## src/rtl/axis_partition_pkg.sv

```systemverilog
// Shared types and helpers for the partition cutter: FSM states, descriptor layout
// {id_ext, addr, len_m1} and watchdog thresholds.
package axis_partition_pkg;

   typedef enum logic [2:0] {
      ST_IDLE,
      ST_LOAD,
      ST_STREAM,
      ST_DRAIN,
      ST_DONE
   } state_e;

   localparam int unsigned WD_STREAM_MAX = 200;
   localparam int unsigned WD_DONE_MAX   = 1000;

   function automatic int desc_width(input int idsize, input int asize, input int lsize);
      return idsize + 4 + asize + lsize;
   endfunction

   // LSB positions of each descriptor field; len_m1 sits at the bottom.
   function automatic int len_lsb();
      return 0;
   endfunction

   function automatic int addr_lsb(input int lsize);
      return lsize;
   endfunction

   function automatic int id_lsb(input int asize, input int lsize);
      return asize + lsize;
   endfunction

endpackage

```

## src/rtl/axis_partition_out_reg.sv

```systemverilog
// Single-entry output register with valid/ready carrying data, last, id and addr.
module axis_partition_out_reg #(
   parameter int DSIZE = 32,
   parameter int IDW   = 8,
   parameter int ASIZE = 20
) (
   input  logic             clock,
   input  logic             rst_n,
   input  logic             load_i,
   input  logic [DSIZE-1:0] data_i,
   input  logic             last_i,
   input  logic [IDW-1:0]   id_i,
   input  logic [ASIZE-1:0] addr_i,
   input  logic             ready_i,
   output logic             valid_o,
   output logic [DSIZE-1:0] data_o,
   output logic             last_o,
   output logic [IDW-1:0]   id_o,
   output logic [ASIZE-1:0] addr_o
);

   always_ff @(posedge clock or negedge rst_n) begin
      if (!rst_n) begin
         valid_o <= 1'b0;
         data_o  <= '0;
         last_o  <= 1'b0;
         id_o    <= '0;
         addr_o  <= '0;
      end else if (load_i) begin
         valid_o <= 1'b1;
         data_o  <= data_i;
         last_o  <= last_i;
         id_o    <= id_i;
         addr_o  <= addr_i;
      end else if (ready_i) begin
         valid_o <= 1'b0;
      end
   end

endmodule

```

## src/rtl/axis_partition_cutter.sv

```systemverilog
// Cuts an input beat stream into descriptor-sized segments with out_last and id tagging.
// Optional stall watchdog enabled by defining AXIS_PARTITION_CUTTER_WATCHDOG_EN.
module axis_partition_cutter
   import axis_partition_pkg::*;
#(
   parameter int DSIZE  = 32,
   parameter int LSIZE  = 8,
   parameter int IDSIZE = 4,
   parameter int ASIZE  = 20
) (
   input  logic                                clock,
   input  logic                                rst_n,
   input  logic [IDSIZE+4+ASIZE+LSIZE-1:0]     desc_data,
   input  logic                                desc_valid,
   output logic                                desc_ready,
   input  logic [DSIZE-1:0]                    in_data,
   input  logic                                in_valid,
   input  logic                                in_last,
   output logic                                in_ready,
   output logic [DSIZE-1:0]                    out_data,
   output logic                                out_valid,
   input  logic                                out_ready,
   output logic                                out_last,
   output logic [IDSIZE+3:0]                   out_id,
   output logic [ASIZE-1:0]                    out_addr,
   output logic                                done_valid,
   input  logic                                done_ready,
   output logic                                err_short,
   output logic                                stall_flag
);

   localparam int IDW  = IDSIZE + 4;
   localparam int DW   = desc_width(IDSIZE, ASIZE, LSIZE);
   localparam int LLSB = len_lsb();
   localparam int ALSB = addr_lsb(LSIZE);
   localparam int ILSB = id_lsb(ASIZE, LSIZE);

   state_e             state_q, state_d;
   logic               desc_ready_q;
   logic [IDW-1:0]     id_q, id_d;
   logic [ASIZE-1:0]   addr_q, addr_d;
   logic [LSIZE-1:0]   len_q, len_d;
   logic [LSIZE-1:0]   beat_cnt_q, beat_cnt_d;
   logic               err_short_q, err_short_d;
   logic [DW-1:0]      desc_w;
   logic               desc_fire, in_fire, seg_end, done_fire;

   assign desc_w     = desc_data;
   assign desc_fire  = desc_valid & desc_ready_q;
   assign in_ready   = (state_q == ST_STREAM) & (~out_valid | out_ready);
   assign in_fire    = in_valid & in_ready;
   // Terminal compare happens before the increment, so len_m1 = all-ones never wraps early.
   assign seg_end    = (beat_cnt_q == len_q) | in_last;
   assign done_valid = (state_q == ST_DONE);
   assign done_fire  = done_valid & done_ready;
   assign desc_ready = desc_ready_q;
   assign err_short  = err_short_q;

   always_comb begin
      state_d     = state_q;
      id_d        = id_q;
      addr_d      = addr_q;
      len_d       = len_q;
      beat_cnt_d  = beat_cnt_q;
      err_short_d = err_short_q;
      case (state_q)
         ST_IDLE: begin
            if (desc_fire) begin
               id_d    = desc_w[ILSB +: IDW];
               addr_d  = desc_w[ALSB +: ASIZE];
               len_d   = desc_w[LLSB +: LSIZE];
               state_d = ST_LOAD;
            end
         end
         ST_LOAD: begin
            beat_cnt_d = '0;
            state_d    = ST_STREAM;
         end
         ST_STREAM: begin
            if (in_fire) begin
               beat_cnt_d = beat_cnt_q + LSIZE'(1);
               if (seg_end) begin
                  state_d = ST_DRAIN;
                  if (in_last && (beat_cnt_q != len_q)) err_short_d = 1'b1;
               end
            end
         end
         ST_DRAIN: begin
            if (!out_valid || out_ready) state_d = ST_DONE;
         end
         ST_DONE: begin
            if (done_ready) state_d = ST_IDLE;
         end
         default: state_d = ST_IDLE;
      endcase
   end

   always_ff @(posedge clock or negedge rst_n) begin
      if (!rst_n) begin
         state_q      <= ST_IDLE;
         desc_ready_q <= 1'b0;
         id_q         <= '0;
         addr_q       <= '0;
         len_q        <= '0;
         beat_cnt_q   <= '0;
         err_short_q  <= 1'b0;
      end else begin
         state_q      <= state_d;
         // Decoded from the next state so it drops on the accepting edge itself.
         desc_ready_q <= (state_d == ST_IDLE);
         id_q         <= id_d;
         addr_q       <= addr_d;
         len_q        <= len_d;
         beat_cnt_q   <= beat_cnt_d;
         err_short_q  <= err_short_d;
      end
   end

   axis_partition_out_reg #(
      .DSIZE (DSIZE),
      .IDW   (IDW),
      .ASIZE (ASIZE)
   ) u_out_reg (
      .clock   (clock),
      .rst_n   (rst_n),
      .load_i  (in_fire),
      .data_i  (in_data),
      .last_i  (seg_end),
      .id_i    (id_q),
      .addr_i  (addr_q),
      .ready_i (out_ready),
      .valid_o (out_valid),
      .data_o  (out_data),
      .last_o  (out_last),
      .id_o    (out_id),
      .addr_o  (out_addr)
   );

`ifdef AXIS_PARTITION_CUTTER_WATCHDOG_EN
   logic [9:0] wd_q, wd_d;

   always_comb begin
      wd_d = wd_q;
      if ((state_d != state_q) || in_fire || done_fire) begin
         wd_d = '0;
      end else if (((state_q == ST_STREAM) || (state_q == ST_DONE)) && (wd_q != '1)) begin
         wd_d = wd_q + 10'd1;
      end
   end

   always_ff @(posedge clock or negedge rst_n) begin
      if (!rst_n) wd_q <= '0;
      else        wd_q <= wd_d;
   end

   assign stall_flag = ((state_q == ST_STREAM) && (wd_q > 10'(WD_STREAM_MAX))) ||
                       ((state_q == ST_DONE)   && (wd_q > 10'(WD_DONE_MAX)));
`else
   assign stall_flag = 1'b0;
`endif

endmodule

```

## config.mk

```make
export PLATFORM = sky130hd
export DESIGN_NAME = axis_partition_cutter
export DESIGN_NICKNAME = d
export VERILOG_FILES = /design/src/rtl/axis_partition_pkg.sv /design/src/rtl/axis_partition_out_reg.sv /design/src/rtl/axis_partition_cutter.sv
export SDC_FILE = /design/constraint.sdc
export NUM_CORES = 1
export LEC_CHECK = 0
export BUFFER_PORTS_ARGS = -buffer_cell sky130_fd_sc_hd__buf_2
export CAP_MARGIN = 20
export CORE_MARGIN = 2
export CORE_UTILIZATION = 35
export DETAILED_ROUTE_END_ITERATION = 8
export PLACE_DENSITY = 0.71
export SYNTH_ARGS = -nofsm -noshare
export SYNTH_HDL_FRONTEND = slang
export SYNTH_SLANG_ARGS = --single-unit
```

## constraint.sdc

```tcl
create_clock -name clock -period 2.5 [get_ports clock]
set_input_delay 0 -clock clock [delete_from_list [all_inputs] [get_ports clock]]
set_output_delay 0 -clock clock [all_outputs]
set_load 0.005 [all_outputs]
```

==> impl_metrics.env, run 1 <==
export IMPL_boundaryPins=142
export IMPL_power_frac_clock_pct=22.8
export IMPL_skew_ns=0.00508
export IMPL_floorplan_initialDensity_pct=35.4
export IMPL_power_net_switching_w=0.00242
export IMPL_grt_use_total_pct=17.0
export IMPL_timing_slew_headroom_pct=50.7
export IMPL_grt_start_max_net_pins=57
export IMPL_r2r_cells=4
export IMPL_layout_min_cycle_time_ns=1.91
export IMPL_status="finished, final reports clean"
export IMPL_dieWidth_microns=116
export IMPL_cts_tree="built"
export IMPL_clk_pin_slew_worst_paths_ns=0.07
export IMPL_layout_commonest_cell="sky130_fd_sc_hd__nand2_1"
export IMPL_die_height_microns=116
export IMPL_final_hpwl_from_detailed_placement_microns=6910
export IMPL_startpoint_to_endpoint_class_of_the_critical_path="reg -> reg"
export IMPL_p_int_w=0.00476
export IMPL_hold_path_class="in -> reg"
export IMPL_vdd_ir_drop_max_uv=665
export IMPL_ys_seq_elements=111
export IMPL_yosysWarningCount=0
export IMPL_cp_max_fo=19
export IMPL_vias_per_cell=4.60
export IMPL_placed_instances=715
export IMPL_synthesis_area_sq_um=4410
export IMPL_finalHoldViolations=0
export IMPL_use_met1_pct=21.9
export IMPL_via_count=3690
export IMPL_worstHoldPathCells=4
export IMPL_timing_critical_path_required_ns=2.77
export IMPL_finalSetupTns_ns=0
export IMPL_final_instance_count_excl_fill=803
export IMPL_cts_resized_gates=0
export IMPL_grt_antenna_before_repair=1
export IMPL_clock_root_buffer="sky130_fd_sc_hd__clkbuf_16"
export IMPL_tightest_slew_ns=0.739
export IMPL_dr_first_iter_drc_count=200
export IMPL_worst_setup_start_kind="register"
export IMPL_pwr_share_seq_pct=43.9
export IMPL_drtAntennaViolNets=0
export IMPL_clk_latency_ns=0.35
export IMPL_rows=41
export IMPL_rsz_0062_raised_after_global_routing="no"
export IMPL_comb_power_share_pct=33.4
export IMPL_postRouteWirelength_microns=11100
export IMPL_clk_path_buf_depth=2
export IMPL_final_cell_mix="sky130_fd_sc_hd__nand2_1, sky130_fd_sc_hd__buf_2, sky130_fd_sc_hd__dfrtp_1, sky130_fd_sc_hd__dlygate4sd3_1, sky130_fd_sc_hd__mux2_2"
export IMPL_synth_lib_cells_used_distinct=39
export IMPL_htree_num_levels=3
export IMPL_first_pass_iters=4
export IMPL_timing_max_cap_violations=0
export IMPL_post_route_cells_drive_above_1_share_pct=32.1
export IMPL_grt_first_pass_wirelength_microns=17700
export IMPL_final_period_utilization_pct=76.5
export IMPL_fin_nets=701
export IMPL_power_switching_fraction_pct=33.7
export IMPL_grt_overflow=0
export IMPL_synth_fp_nets=493
export IMPL_fmax_mhz=523
export IMPL_endpoint_kind="register"
export IMPL_tritoncts_num_buffers=9
export IMPL_synth_cells=417
export IMPL_post_drt_wl_per_cell_microns=13.8
export IMPL_grt_busiest_layer="met2"
export IMPL_cts_sinks=111
export IMPL_gp_routability_congestion=0.733
export IMPL_seq_area_frac_synth_pct=63.0
export IMPL_fp_coreArea_sq_um=12500
export IMPL_drc=0
export IMPL_grtUsageMet3_pct=4.15
export IMPL_io_buffer_count=140
export IMPL_cellLeakagePower_nw=3.30
export IMPL_final_max_slew_violation_count=0
export IMPL_syn2layout_area_growth_pct=44.3
export IMPL_synthesis_area_per_instance_sq_um=10.6
export IMPL_design_die_area_sq_um=13500
export IMPL_finalSetupViolations=0
export IMPL_critPathArrivalTime_ns=2.19
export IMPL_global_route_usage_met2_pct=26.7
export IMPL_first_global_vias=3738
export IMPL_power_density_nw_per_um2=1130
==> registers in the layout, summed over array words and instances (netlist names) <==
name / cells
state_q: 3
id_q: 8
u_out_reg.valid_o: 1
beat_cnt_q: 8
u_out_reg.data_o: 32
u_out_reg.addr_o: 20
u_out_reg.last_o: 1
u_out_reg.id_o: 8
desc_ready: 1
addr_q: 20
err_short: 1
len_q: 8
==> Yosys cell counts <==
master	count	share of area, %
sky130_fd_sc_hd__a21oi_1	5	0.57
sky130_fd_sc_hd__a31o_2	1	0.20
sky130_fd_sc_hd__a31oi_1	1	0.14
sky130_fd_sc_hd__and2b_1	1	0.17
sky130_fd_sc_hd__and3_1	1	0.14
sky130_fd_sc_hd__and4_1	1	0.20
sky130_fd_sc_hd__buf_1	1	0.085
sky130_fd_sc_hd__buf_2	11	1.2
sky130_fd_sc_hd__buf_4	1	0.17
sky130_fd_sc_hd__buf_6	1	0.26
sky130_fd_sc_hd__clkbuf_1	5	0.43
sky130_fd_sc_hd__clkbuf_2	1	0.11
sky130_fd_sc_hd__conb_1	1	0.085
sky130_fd_sc_hd__dfrtp_1	111	63
sky130_fd_sc_hd__ha_1	1	0.28
sky130_fd_sc_hd__inv_1	3	0.26
sky130_fd_sc_hd__mux2_1	2	0.51
sky130_fd_sc_hd__mux2_2	34	8.7
sky130_fd_sc_hd__mux2i_1	2	0.45
sky130_fd_sc_hd__nand2_1	190	16
sky130_fd_sc_hd__nand2b_1	3	0.43
sky130_fd_sc_hd__nand3_1	4	0.45
sky130_fd_sc_hd__nand4_1	3	0.43
sky130_fd_sc_hd__nand4_2	1	0.28
sky130_fd_sc_hd__nor2_1	3	0.26
sky130_fd_sc_hd__nor2b_1	1	0.14
sky130_fd_sc_hd__nor3_1	3	0.34
sky130_fd_sc_hd__nor4_1	2	0.28
sky130_fd_sc_hd__nor4_4	1	0.48
sky130_fd_sc_hd__o21ai_0	5	0.57
sky130_fd_sc_hd__o311ai_0	1	0.20
sky130_fd_sc_hd__o31ai_1	1	0.17
sky130_fd_sc_hd__o32ai_1	1	0.20
sky130_fd_sc_hd__o41ai_1	1	0.20
sky130_fd_sc_hd__or2_2	1	0.14
sky130_fd_sc_hd__or3_1	2	0.28
sky130_fd_sc_hd__or4_1	1	0.17
sky130_fd_sc_hd__or4_4	1	0.26
sky130_fd_sc_hd__xor2_1	8	1.6
==> stage by stage <==
step / setup slack (ns) / util [%] / power [W] / instance area, sq um / hold slack [ns]
2_1_floorplan: 0.803 / - / 0.00450 / 4410 / -0.296
3_3_place_gp: 0.663 / 42.6 / 0.00535 / 5310 / 0.0886
3_5_place_dp: 0.602 / 42.6 / 0.00549 / 5310 / 0.110
4_1_cts: 0.596 / 51.0 / 0.00724 / 6360 / 0.0467
5_1_grt: 0.462 / 51.1 / 0.00774 / 6370 / 0.110
6_report: 0.586 / 51.1 / 0.00718 / 6370 / 0.0621
==> path summary, 6_finish.rpt <==
| kind | to | slack (ns) | from |
|---|---|---|---|
| max reg2reg | beat_cnt_q[7] | 0.59 | state_q[2] |
| min | beat_cnt_q[2] | 0.06 | in_valid |
| max | beat_cnt_q[7] | 0.59 | state_q[2] |
| max in group asynchronous | u_out_reg.addr_o[1] | 1.53 | rst_n |
| min reg2reg | u_out_reg.addr_o[12] | 0.46 | addr_q[12] |
| min in group asynchronous | u_out_reg.data_o[29] | 0.24 | rst_n |
==> kinds of logic (layout without fill, tap and decap cells) <==
group	Yosys count	after routing	share of synthesized area, %
AO/OA/AOI/OAI	16	16	2.24
XOR/XNOR	8	8	1.59
adder cells (fa/ha/maj)	1	1	0.284
buffers and inverters	23	236	2.55
flip-flops	111	111	63.0
multiplexers	38	38	9.65
other	1	2	0.0850
AND/OR/NAND/NOR	219	219	20.6
==> area by class of cell <==
cell class	count	area (sq um)
tap	172	215
inverter	3	11.3
multi-input combinational	283	1530
sequential	111	2780
timing repair buffer	217	1480
clock inverter	7	120
antenna	1	2.50
fill	1068	6100
clock buffer	9	225
==> critical path: stages, from the launching register on <==
cell and delay, ns:
sky130_fd_sc_hd__dfrtp_1 0.48, sky130_fd_sc_hd__and2b_1 0.34, sky130_fd_sc_hd__nand4_4 0.29, sky130_fd_sc_hd__or4_1 0.58, sky130_fd_sc_hd__a21oi_1 0.15
==> power groups by stage <==
| stage | clock, W | sequential (W) | combinational [W] |
|---|---|---|---|
| 3_3_place_gp | 0 | 0.00313 | 0.00221 |
| 3_5_place_dp | 0 | 0.00317 | 0.00232 |
| 4_1_cts | 0.00169 | 0.00315 | 0.00241 |
| 5_1_grt | 0.00176 | 0.00326 | 0.00272 |
| 6_report | 0.00163 | 0.00315 | 0.00240 |
| 2_1_floorplan | 0 | 0.00311 | 0.00139 |
==> layer usage <==
metal,part of all wire [%],vias to the layer above
met5,0,-
li1,-,1754
met4,3.0,0
met1,44,1796
met3,4.6,31
met2,49,109
==> repair_timing <==
item | in CTS | in global routing
hold buffers | 71 | 0
setup buffers | 0 | 0
hold endpoints to repair | 127 | 0
(Power assumes the default switching activity.)
==> run 2: changes to the inputs <==
--- a/config.mk
+++ b/config.mk
@@ -10,7 +10,7 @@
 export CORE_MARGIN = 2
 export CORE_UTILIZATION = 35
 export DETAILED_ROUTE_END_ITERATION = 8
-export PLACE_DENSITY = 0.71
+export PLACE_DENSITY = 0.73
 export SYNTH_ARGS = -nofsm -noshare
 export SYNTH_HDL_FRONTEND = slang
 export SYNTH_SLANG_ARGS = --single-unit
==> constraint.sdc (replaced) <==
create_clock -name clock -period 1.6 [get_ports clock]
set_input_delay 0 -clock clock [delete_from_list [all_inputs] [get_ports clock]]
set_output_delay 0 -clock clock [all_outputs]
set_load 0.005 [all_outputs]
==> run 2 against run 1 <==
Compared with the run above: the flow now finishes with violations (negative setup slack); routed wire length is 9.4% higher; clock power is 38% higher; critical path depth unchanged; register-to-register slack worse by 0.59 ns; sequential power grew 56%; cell count increased by 2.9%; utilization up 2.5 points; setup slack got worse by 0.59 ns; clock skew rose by 0.0029 ns; largest cell class unchanged; highest routed layer unchanged.
==> impl_metrics.env, run 2 (synthesis gave the netlist of run 1 again) <==
export IMPL_clk_path_buf_depth=2
export IMPL_placed_instances=725
export IMPL_r2r_end="beat_cnt_q[6]"
export IMPL_finalSetupViolations=2
export IMPL_grt_use_total_pct=17.2
export IMPL_layout_min_cycle_time_ns=1.61
export IMPL_clk_pin_slew_worst_paths_ns=0.07
export IMPL_rsz_0062_raised_after_global_routing="yes"
export IMPL_die_height_microns=116
export IMPL_report_power_total_w=0.0117
export IMPL_worst_hold_path_endpoint="desc_ready"
export IMPL_regToRegSetupSlack_ns=-0.006
export IMPL_htree_num_levels=3
export IMPL_worstHoldPathCells=4
export IMPL_cp_max_fo=5
export IMPL_dr_first_iter_drc_count=224
export IMPL_floorplan_initialDensity_pct=35.4
export IMPL_hold_path_class="in -> reg"
export IMPL_critPathArrivalTime_ns=1.88
export IMPL_drtAntennaViolNets=0
export IMPL_final_hpwl_from_detailed_placement_microns=6960
export IMPL_largest_regs="u_out_reg.data_o (32), addr_q (20), u_out_reg.addr_o (20)"
export IMPL_vdd_ir_drop_max_uv=687
export IMPL_syn2layout_area_growth_pct=51.4
export IMPL_cts_sinks=111
export IMPL_post_route_worst_setup_slack_ns=-0.00602
export IMPL_cts_tree="built"
export IMPL_clock_root_buffer="sky130_fd_sc_hd__clkbuf_16"
export IMPL_first_global_vias=3816
export IMPL_flip_flop_count_of_the_largest_register_after_layout=32
export IMPL_failed_checks="negative setup slack"
export IMPL_grt_antenna_before_repair=0
export IMPL_rows=41
export IMPL_worst_setup_start_kind="register"
export IMPL_startpoint_to_endpoint_class_of_the_critical_path="reg -> reg"
export IMPL_r2r_cells=4
export IMPL_drc=0
export IMPL_boundaryPins=142
export IMPL_endpoint_kind="register"
export IMPL_finalHoldViolations=0
export IMPL_grt_start_max_net_pins=64
export IMPL_dieWidth_microns=116
export IMPL_grt_overflow=0
export IMPL_layout_commonest_cell="sky130_fd_sc_hd__nand2_1"
export IMPL_gp_routability_congestion=0.807
export IMPL_grt_first_pass_wirelength_microns=17900
export IMPL_r2r_start="state_q[2]"
export IMPL_worst_hold_startpoint="desc_valid"
export IMPL_post_route_cells_drive_above_1_share_pct=36.7
export IMPL_first_pass_iters=4
export IMPL_post_route_util_pct=53.6
export IMPL_final_max_slew_violation_count=0
export IMPL_regMostFlops="u_out_reg.data_o"
export IMPL_design_die_area_sq_um=13500
export IMPL_worstSetupPathDepth=4
export IMPL_clk_latency_ns=0.34
export IMPL_final_instance_count_excl_fill=826
export IMPL_startpoint="state_q[2]"
export IMPL_critical_path_cell_chain="nand2b_4 -> or4_4 -> or3_1 -> a21oi_2"
export IMPL_fin_nets=725
export IMPL_fmax_mhz=623
export IMPL_cellLeakagePower_nw=3.46
export IMPL_status="complete, but fails checks"
export IMPL_via_count=3858
export IMPL_io_buffer_count=140
export IMPL_power_density_nw_per_um2=1750
export IMPL_vias_per_cell=4.67
export IMPL_timing_critical_path_required_ns=1.88
export IMPL_timing_critical_path_slowest_cell_delay_ns=0.48
export IMPL_timing_critical_path_max_delay_family="simple AND/OR/NAND/NOR gates"
export IMPL_postRouteWirelength_microns=12100
export IMPL_post_drt_wl_per_cell_microns=14.7
export IMPL_tritoncts_num_buffers=9
export IMPL_skew_ns=0.00798
export IMPL_final_cell_mix="sky130_fd_sc_hd__nand2_1, sky130_fd_sc_hd__buf_2, sky130_fd_sc_hd__dfrtp_1, sky130_fd_sc_hd__dlygate4sd3_1, sky130_fd_sc_hd__mux2_2"
export IMPL_fp_coreArea_sq_um=12500
export IMPL_timing_max_cap_violations=0
export IMPL_critical_path_slowest_cell="sky130_fd_sc_hd__or4_4"
export IMPL_final_period_utilization_pct=100
export IMPL_critical_path_n_buffers_inverters=0
export IMPL_n_antenna_cell=0
[run 2: cell types whose count changed in the layout (fill, tap and decap cells not counted), sizes merged]
cell / before / now
buf: 146 / 168
bufinv: 3 / 1
clkbuf: 9 / 13
clkinv: 2 / 1
clkinvlp: 1 / 3
diode: 1 / 0
inv: 4 / 3
[run 2: routing by layer]
| metal | vias to the layer above | track usage (%) | wire length, microns | part of all wire [%] |
|---|---|---|---|---|
| met2 | 138 | 31.3 | 6320 | 52 |
| met5 | - | 0 | 0 | 0 |
| met1 | 1887 | 19.5 | 4960 | 41 |
| met4 | 0 | 7.62 | 276 | 2.3 |
| met3 | 22 | 3.48 | 553 | 4.6 |
| li1 | 1811 | - | - | - |
[run 2: power breakdown]
part / internal (W) / switching [W]
Sequential: 0.00413 / 0.000793
Clock: 0.00126 / 0.000993
Combinational: 0.00230 / 0.00220
Total: 0.00768 / 0.00399
[run 2: worst max path at each step]
stage,slack (ns),to
after global routing,-0.06,beat_cnt_q[6]
final,-0.006,beat_cnt_q[6]
after floorplan,-0.09,addr_q[0]
after global placement,-0.01,beat_cnt_q[6]
after detailed placement,-0.07,beat_cnt_q[7]
after CTS,0.003,beat_cnt_q[5]
[run 2: layout make-up]
class                   count  area [sq um]
fillers                  1053          5790
flip-flops and latches    111          2780
repair buffers            241          1760
multi-input cells         283          1610
clock buffers              11           243
well taps                 172           215
clock inverters             5          57.6
inverters                   3          11.3
[run 2: timing repair]
action | in CTS | in global routing
hold endpoints to repair | 184 | 0
resized for setup | 8 | 26
setup endpoints to repair | 44 | 94
gates cloned | 0 | 3
setup buffers | 6 | 5
hold buffers | 71 | 0
pin swaps | 5 | 2
[run 2: per-stage QoR]
stage          area (sq um)  setup WS [ns]  hold WS (ns)  TNS [ns]
2_1_floorplan          4420        -0.0902        -0.296     -2.62
3_3_place_gp           5420        -0.0114       -0.0695   -0.0114
3_5_place_dp           5420        -0.0685       -0.0643    -0.387
4_1_cts                6490        0.00344        0.0516         0
5_1_grt                6680        -0.0569        0.0885    -0.241
6_report               6680       -0.00602        0.0859  -0.00626
[run 2: worst reg2reg max path, stage by stage (launching register included)]
cell and delay, ns:
sky130_fd_sc_hd__dfrtp_2 0.46, sky130_fd_sc_hd__nand2b_4 0.16, sky130_fd_sc_hd__or4_4 0.48, sky130_fd_sc_hd__or3_1 0.33, sky130_fd_sc_hd__a21oi_2 0.11
==> run 3: changes to the inputs <==
--- a/config.mk
+++ b/config.mk
@@ -7,10 +7,11 @@
 export LEC_CHECK = 0
 export BUFFER_PORTS_ARGS = -buffer_cell sky130_fd_sc_hd__buf_2
 export CAP_MARGIN = 20
-export CORE_MARGIN = 2
+export CORE_MARGIN = 10
 export CORE_UTILIZATION = 35
 export DETAILED_ROUTE_END_ITERATION = 8
-export PLACE_DENSITY = 0.73
+export PLACE_DENSITY = 0.72
 export SYNTH_ARGS = -nofsm -noshare
 export SYNTH_HDL_FRONTEND = slang
+export SYNTH_HIERARCHICAL = 1
 export SYNTH_SLANG_ARGS = --single-unit
==> run 3 against run 2 <==
Compared with the run above: the run now ends clean; power increased by 6.3%; sequential share of layout area decreased by 0.51 points; clock skew decreased by 0.0018 ns; fmax increased by 1.1%; clock-buffer cell count unchanged; synthesized cell count decreased by 29%; via count decreased by 18%; critical path type unchanged; critical endpoint is now u_out_reg/data_o[29]; highest routed layer unchanged.
==> impl_metrics.env, run 3 <==
export IMPL_layout_min_cycle_time_ns=1.59
export IMPL_finalSetupViolations=0
export IMPL_endpoint_kind="register"
export IMPL_htree_num_levels=3
export IMPL_critical_path_slowest_cell="sky130_fd_sc_hd__dfrtp_2"
export IMPL_hold_path_class="in -> reg"
export IMPL_final_max_slew_violation_count=0
export IMPL_grt_overflow=0
export IMPL_tritoncts_num_buffers=9
export IMPL_synth_fp_nets=372
export IMPL_r2r_start="state_q[2]"
export IMPL_first_global_vias=3586
export IMPL_synth_commonest_cells="sky130_fd_sc_hd__dfrtp_1, sky130_fd_sc_hd__mux2_4, sky130_fd_sc_hd__mux2_2"
export IMPL_fmax_mhz=630
export IMPL_timing_max_cap_violations=0
export IMPL_post_route_cells_drive_above_1_share_pct=53.7
export IMPL_grt_start_max_net_pins=59
export IMPL_clk_latency_ns=0.35
export IMPL_synth_lib_cells_used_distinct=34
export IMPL_vdd_ir_drop_max_uv=728
export IMPL_grt_use_total_pct=12.8
export IMPL_design_die_area_sq_um=18600
export IMPL_critical_path_cell_chain="nor2b_4 -> nand4_1 -> inv_4 -> buf_12 -> mux2_2"
export IMPL_seq_area_frac_synth_pct=58.6
export IMPL_syn2layout_area_growth_pct=42.6
export IMPL_r2r_cells=5
export IMPL_final_instance_count_excl_fill=705
export IMPL_floorplan_initialDensity_pct=35.8
export IMPL_cellLeakagePower_nw=3.25
export IMPL_startpoint_to_endpoint_class_of_the_critical_path="reg -> reg"
export IMPL_synthesis_area_per_instance_sq_um=16.0
export IMPL_largest_regs="u_out_reg/data_o (32), addr_q (20), u_out_reg/addr_o (20)"
export IMPL_finalHoldViolations=0
export IMPL_synthesis_area_sq_um=4740
export IMPL_regMostFlops="u_out_reg/data_o"
export IMPL_io_buffer_count=140
export IMPL_cp_max_fo=26
export IMPL_clk_pin_slew_worst_paths_ns=0.07
export IMPL_cts_tree="built"
export IMPL_post_drt_wl_per_cell_microns=17.0
export IMPL_dr_first_iter_drc_count=116
export IMPL_fp_coreArea_sq_um=13200
export IMPL_layout_commonest_cell="sky130_fd_sc_hd__buf_2"
export IMPL_final_hpwl_from_detailed_placement_microns=7860
export IMPL_gp_routability_congestion=0.795
export IMPL_proportion_of_register_bits_with_asynchronous_set_or_reset_after_synthesis_pct=100
export IMPL_placed_instances=615
export IMPL_clk_path_buf_depth=2
export IMPL_status="finished, final reports clean"
export IMPL_yosysWarningCount=6
export IMPL_yosys_top_cells_area="sky130_fd_sc_hd__dfrtp_1, sky130_fd_sc_hd__mux2_4, sky130_fd_sc_hd__mux2_2"
export IMPL_startpoint="state_q[2]"
export IMPL_flip_flop_count_of_the_largest_register_after_layout=32
export IMPL_number_of_flops_mapped_to_enable_cells_by_yosys=0
export IMPL_postRouteWirelength_microns=12000
export IMPL_boundaryPins=142
export IMPL_via_count=3168
export IMPL_final_cell_mix="sky130_fd_sc_hd__buf_2, sky130_fd_sc_hd__dfrtp_1, sky130_fd_sc_hd__dlygate4sd3_1, sky130_fd_sc_hd__mux2_4, sky130_fd_sc_hd__mux2_2"
export IMPL_clock_root_buffer="sky130_fd_sc_hd__clkbuf_16"
export IMPL_grt_antenna_before_repair=0
export IMPL_worst_hold_startpoint="desc_valid"
export IMPL_die_height_microns=136
export IMPL_power_density_nw_per_um2=1840
export IMPL_postSynth_topFlopCell="sky130_fd_sc_hd__dfrtp_1"
export IMPL_drc=0
export IMPL_ys_seq_elements=111
export IMPL_drtAntennaViolNets=0
export IMPL_cts_sinks=111
export IMPL_dieWidth_microns=136
export IMPL_fin_nets=600
export IMPL_rows=42
export IMPL_final_period_utilization_pct=99.3
export IMPL_timing_critical_path_slowest_cell_delay_ns=0.45
export IMPL_rsz_0062_raised_after_global_routing="yes"
export IMPL_finalSetupTns_ns=0
export IMPL_worst_setup_start_kind="register"
export IMPL_synth_top_cell_area_share_pct=58.6
export IMPL_vias_per_cell=4.49
export IMPL_skew_ns=0.00621
export IMPL_timing_critical_path_required_ns=1.83
export IMPL_area_leader_netlist="sky130_fd_sc_hd__dfrtp_1"
export IMPL_post_synth_top_count_cell="sky130_fd_sc_hd__dfrtp_1"
export IMPL_first_pass_iters=4
export IMPL_worstHoldPathCells=4
export IMPL_synth_cells=296
export IMPL_grt_first_pass_wirelength_microns=18900
export IMPL_n_antenna_cell=0
export IMPL_critPathArrivalTime_ns=1.82
[run 3: changes by cell type in the layout (fill, tap and decap cells not counted), sizes merged, moves of 4 or more]
cell,before,now
nand2,190,9
mux2,36,97
buf,168,159
nor2,3,8
inv,3,7
xnor2,0,4
[run 3: metrics by stage]
stage | utilization, % | total power [W] | hold WS (ns) | worst slack (ns) | instance area [sq um]
finish | 51.0 | 0.0124 | 0.0570 | 0.0120 | 6750
floorplan | - | 0.00837 | -0.296 | -0.0580 | 4760
global placement | 42.8 | 0.00976 | -0.0915 | 0.0308 | 5660
global route | 51.0 | 0.0132 | 0.0575 | -0.0413 | 6750
CTS | 50.4 | 0.0124 | 0.0396 | 0.00495 | 6680
detailed placement | 42.8 | 0.0100 | -0.0863 | -0.0223 | 5660
[run 3: timing repair]
action / CTS / global route
buffers inserted: 0 / 1
endpoints found under the hold margin: 184 / 0
gates resized for setup: 2 / 11
endpoints found under the setup margin: 13 / 85
gates cloned: 0 / 1
hold buffers: 72 / 0
pin swaps: 1 / 1
[run 3: area by class of cell]
| type | instances | area [sq um] |
|---|---|---|
| Fill cell | 1127 | 6490 |
| Inverter | 6 | 25.0 |
| Clock inverter | 5 | 57.6 |
| Timing Repair Buffer | 232 | 1640 |
| Clock buffer | 11 | 233 |
| Sequential cell | 111 | 2780 |
| Multi-Input combinational cell | 164 | 1800 |
| Tap cell | 176 | 220 |
[run 3: worst paths after layout]
kind | end | slack [ns]
max | u_out_reg/data_o[29] | 0.01
min | desc_ready | 0.06
max reg2reg | u_out_reg/data_o[29] | 0.01
min reg2reg | err_short | 0.47
max in group asynchronous | u_out_reg/data_o[26] | 0.87
min in group asynchronous | u_out_reg/data_o[14] | 0.10
[run 3: cell families (layout without fill, tap and decap cells)]
logic type	count (synthesis)	after routing	share of synthesized area, %
simple gates	42	42	4.83
other cells	1	1	0.0792
mux	99	99	28.2
flops	111	111	58.6
fa+ha+maj	1	1	0.264
compound gates	9	9	1.19
xor+xnor	12	12	2.22
buf+inv	21	254	4.62
[run 3: routing by layer]
layer | track usage, % | vias up | wire length [microns]
met5 | 0 | - | 0
met4 | 4.85 | 0 | 175
met3 | 3.39 | 13 | 639
met2 | 22.3 | 99 | 6150
met1 | 14.7 | 1577 | 4990
li1 | - | 1479 | -
[run 3: power breakdown]
group | switching, W | internal [W] | leakage, nW
sequential | 0.000849 | 0.00421 | 1.33
combinational | 0.00195 | 0.00320 | 1.77
clock | 0.000977 | 0.00122 | 0.144
total | 0.00378 | 0.00863 | 3.25
[run 3: critical path: cells and delay by family (launching register included)]
| kind | cells | cell delay, ns |
|---|---|---|
| buffers and inverters | 2 | 0.37 |
| and+or+nand+nor | 2 | 0.29 |
| muxes | 1 | 0.36 |
| DFF | 1 | 0.45 |
